===== src/rtl/step_count_fsm.sv =====
// step_count_fsm: up/down index counter with divider, load, wrap/saturate modes.
// Count is the registered index scaled by STEP.
module step_count_fsm #(
  parameter int WIDTH    = 4,
  parameter int MODULUS  = 4,
  parameter int STEP     = 2,
  parameter int DIV_BITS = 26,
  parameter int IDX_W    = 2
) (
  input  logic             Clk,
  input  logic             Reset,
  input  logic             Enable,
  input  logic             Count_up,
  input  logic             Sat_mode,
  input  logic             Load,
  input  logic [IDX_W-1:0] Load_idx,
  input  logic             Ext_tick,
  output logic [WIDTH-1:0] Count,
  output logic             Tick,
  output logic             Wrap,
  output logic             Saturated
);
  localparam logic [1:0] IDLE = 2'd0, COUNT = 2'd1, SAT = 2'd2;
  localparam logic [IDX_W-1:0] TOP = IDX_W'(MODULUS - 1);
  localparam logic [IDX_W-1:0] ONE = IDX_W'(1);
  localparam logic [WIDTH-1:0] STEP_W = WIDTH'(STEP);
  logic [1:0] state, state_n;
  logic [IDX_W-1:0] idx, idx_n, stepped;
  logic tick_c, wrap_n, at_top, at_bot, end_hit, inward;
  generate
    if (DIV_BITS > 0) begin : g_div
      logic [DIV_BITS-1:0] div;
      logic unused_ext;
      assign unused_ext = Ext_tick;
      assign tick_c = &div;
      always_ff @(posedge Clk or posedge Reset)
        if (Reset) div <= '0;
        else div <= Load ? '0 : div + DIV_BITS'(1);
    end else begin : g_ext
      assign tick_c = Ext_tick;
    end
  endgenerate
  assign at_top  = idx == TOP;
  assign at_bot  = idx == '0;
  assign end_hit = Count_up ? at_top : at_bot;
  assign inward  = Count_up ? at_bot : at_top;
  assign stepped = Count_up ? (at_top ? '0 : idx + ONE) : (at_bot ? TOP : idx - ONE);
  always_comb begin
    idx_n   = idx;
    state_n = state;
    wrap_n  = 1'b0;
    if (Load) begin
      idx_n   = (Load_idx > TOP) ? TOP : Load_idx;
      state_n = Enable ? COUNT : IDLE;
    end else if (!Enable) begin
      state_n = IDLE;
    end else if (state == IDLE) begin
      state_n = COUNT;
    end else if (state == COUNT) begin
      if (tick_c && end_hit && Sat_mode) state_n = SAT;
      else if (tick_c) begin
        idx_n  = stepped;
        wrap_n = end_hit;
      end
    end else if (state == SAT) begin
      // leaving SAT by a mode change does not step; an inward tick does
      if (!Sat_mode) state_n = COUNT;
      else if (tick_c && inward) begin
        idx_n   = stepped;
        state_n = COUNT;
      end
    end else begin
      idx_n   = '0;
      state_n = IDLE;
    end
  end
  always_ff @(posedge Clk or posedge Reset)
    if (Reset) begin
      state <= IDLE;
      idx   <= '0;
      Count <= '0;
      Tick  <= 1'b0;
      Wrap  <= 1'b0;
    end else begin
      state <= state_n;
      idx   <= idx_n;
      Count <= WIDTH'(idx_n) * STEP_W;
      Tick  <= tick_c;
      Wrap  <= wrap_n;
    end
  assign Saturated = state == SAT;
endmodule


===== config.mk =====
export PLATFORM = sky130hd
export DESIGN_NAME = step_count_fsm
export DESIGN_NICKNAME = d
export VERILOG_FILES = /design/src/rtl/step_count_fsm.sv
export SDC_FILE = /design/constraint.sdc
export NUM_CORES = 1
export LEC_CHECK = 0
export ABC_AREA = 1
export CELL_PAD_IN_SITES_DETAIL_PLACEMENT = 0
export CELL_PAD_IN_SITES_GLOBAL_PLACEMENT = 1
export CORE_AREA = 2 2 67 69
export DETAILED_ROUTE_END_ITERATION = 10
export DIE_AREA = 0 0 69 71
export HOLD_SLACK_MARGIN = 0.05
export PLACE_DENSITY = 0.83
export SYNTH_ARGS = -nofsm -noshare
export SYNTH_HDL_FRONTEND = slang
export SYNTH_SLANG_ARGS = --single-unit

===== constraint.sdc =====
create_clock -name Clk -period 2.65 [get_ports Clk]
set_clock_uncertainty 0.2 [all_clocks]
set_input_delay 0.53 -clock Clk [delete_from_list [all_inputs] [get_ports Clk]]
set_output_delay 0.53 -clock Clk [all_outputs]
set_load 0.05 [all_outputs]

==> flow_summary.json <==
{
  "setup_viol": 0,
  "dp.cells": 299,
  "clock_sinks": 32,
  "reg2reg_depth": 12,
  "die_h_um": 71,
  "pin_count": 16,
  "cts_tree": "done",
  "crit_required_ns": 1.92,
  "startpoint_type": "flop",
  "synth_top_area_share_pct": 42.78,
  "period_share_pct": 93.29,
  "drv_cap": 0,
  "start_util_pct": 44.52,
  "fillers": 403,
  "hpwl_um": 2805,
  "wl_met3_um": 109,
  "pwr-share-seq_pct": 43.7,
  "layout_min_cycle_time_ns": 2.472,
  "whs_ns": 0.2970,
  "die-area_um2": 4899,
  "p_switching_w": 0.0002905,
  "p_int_w": 0.0008818,
  "fmax_mhz": 404.5,
  "hold_buffers": 0,
  "top_layer": "met4",
  "synth_area_leaders": "dfrtp_1, nand2_1, nor2_1, inv_1, nor3_1",
  "synth_edf_count": 0,
  "finalNetCount": 266,
  "syn2layout_area_growth_pct": 16.64,
  "totalWireLength_um": 3729,
  "ys_types": 35,
  "grt_use_total_pct": 16.75,
  "drv_slew": 0,
  "path_class": "reg -> out",
  "path_max_fanout": 4,
  "synth_top_cell_by_area": "dfrtp_1",
  "grt_pass1_vias": 1437,
  "insertion_delay_ns": 0.29,
  "ant_nets": 0,
  "syn_area_um2": 1872,
  "final-hold-violation-count": 0,
  "min_path_type": "reg -> reg",
  "htreeDepth": 2,
  "critPathCaptureType": "primary output",
  "antenna_cells": 0,
  "leakagePower_nw": 0.9660,
  "synthCells": 236,
  "yosys_most_used_dff": "dfrtp_1",
  "min_path_cells": 1,
  "cts_root_buffer": "clkbuf_8",
  "drc": 0,
  "cts_setup_buffers": 0,
  "cp.arrival_ns": 1.74,
  "cts_made_buffers": 5,
  "synthTopCellsByCount": "nand2_1, nor2_1, dfrtp_1",
  "rsz0062_at_grt": "no",
  "swShare_pct": 24.78,
  "synth.avg_cell_area_um2": 7.931,
  "yosysSeqAreaShare_pct": 42.78,
  "met2_length_um": 1650,
  "pwr-share-clk_pct": 44.2,
  "wl_met1_um": 1892,
  "grt_max_degree": 33,
  "post_cts_resized": 0,
  "relSlewSlack_pct": 66.40,
  "status": "complete, no violations",
  "viasPerCell": 4.938,
  "num_rows": 24,
  "power-per-cell-area_nw_per_um2": 536.9,
  "portBuffers": 12,
  "core_um2": 4204,
  "place_congestion": 0.8142,
  "ys_ff_latch": 32,
  "finalPower_w": 0.001172,
  "route.vias.total": 1516,
  "multi_input_area_um2": 958.4,
  "wl_per_cell_um": 12.15,
  "grt.overflow.total": 0,
  "peakVddDrop_v": 0.0003494,
  "final_cells": 307,
  "firstDrtPassIters": 4,
  "cts.clk_slew.worst_paths_ns": 0.07,
  "antenna_found_initial": 0,
  "fin_tns_setup_ns": 0,
  "worst_pin_slew_ns": 0.5024,
  "p_comb_share_pct": 12.1,
  "die_w_um": 69,
  "fin_util_pct": 51.93,
  "cts_buffer_depth": 2,
  "yosysWarningCount": 0,
  "synth_most_common_cell": "nand2_1",
  "drt_iter0_markers": 107,
  "grt_first_pass_wirelength_um": 6458,
  "async_flop_share_pct": 100.0,
  "drive_gt1_share_pct": 13.73,
  "ff_latch_area_um2": 800.8
}
## cell families after synthesis
logic type	Yosys count	synth area share (%)
and+or+nand+nor	136	36.97
adders and majority gates	3	2.006
other	1	0.2003
DFF	32	42.78
AOI/OAI and AO/OA	28	8.556
buffers and inverters	29	6.216
xor gates and xnor gates	7	3.275
## sequential cells by signal, indices dropped and copies added (netlist names)
register	flops
Tick	1
g_div.div	26
state	2
Wrap	1
Count	2
## area by class of cell
type,instances,share of cell area (%)
multi-input cells,176,43.90
clock buffers,7,4.413
flip-flops and latches,32,36.68
clock inverters,1,1.375
repair buffers,15,6.533
inverters,24,4.126
well taps,52,2.980
## worst max-delay path: stages, from the launching register on
cell,delay [ns]
dfrtp_1,0.41
nor2_1,0.20
clkdlybuf4s50_1,0.84
## metal layers
layer / GRT usage, % / vias to the layer above
met5: 0 / -
met2: 24.68 / 23
met4: 7.190 / 0
met1: 23.36 / 686
met3: 4.416 / 5
li1: - / 802
## worst paths after layout
| check | from | to | slack, ns |
|---|---|---|---|
| setup / recovery | state[0] | Saturated | 0.18 |
| hold / removal | g_div.div[0] | g_div.div[0] | 0.30 |
| setup reg to reg | g_div.div[0] | Count[2] | 0.71 |
| hold reg to reg | g_div.div[0] | g_div.div[0] | 0.30 |
| max in group asynchronous | Reset | g_div.div[9] | 1.52 |
| min in group asynchronous | Reset | g_div.div[20] | 0.44 |
## cell usage in the layout, fill, tap and decap left out
cell type / count
nand4_2: 1
clkinv_1: 1
o22ai_1: 1
nor2_8: 1
o211a_1: 1
clkbuf_8: 7
nor2_1: 35
nor4_2: 1
nand2_4: 2
nand2_1: 46
o21ai_0: 7
nand2_2: 7
conb_1: 2
a21oi_1: 13
nand4_1: 6
inv_1: 21
clkdlybuf4s50_1: 12
xor2_1: 4
nor3_1: 14
and3_1: 1
xnor2_1: 3
ha_1: 3
nor2_2: 2
nor4_1: 1
nand3b_1: 1
dfrtp_1: 32
a211oi_1: 1
o21a_1: 4
a31oi_1: 1
bufinv_16: 1
nand3_1: 10
buf_4: 3
inv_2: 2
nand3_2: 1
nor3_2: 2
nor2_4: 5
## power by group through the flow
stage	Combinational, W	Sequential, W	Clock (W)
5_1_grt	0.000159	0.000514	0.000552
3_5_place_dp	0.000144	0.000521	0
2_1_floorplan	0.0000777	0.000540	0
3_3_place_gp	0.000140	0.000521	0
6_report	0.000142	0.000512	0.000519
4_1_cts	0.000145	0.000512	0.000532
## metrics by stage
| step | area [um^2] | setup WS (ns) |
|---|---|---|
| detailed placement | 2057 | 0.4310 |
| finish | 2183 | 0.1778 |
| CTS | 2183 | 0.1573 |
| global placement | 2057 | 0.4514 |
| floorplan | 1876 | 0.6508 |
| global route | 2183 | 0.09165 |
Note: power is estimated with default switching activity, not from simulation.
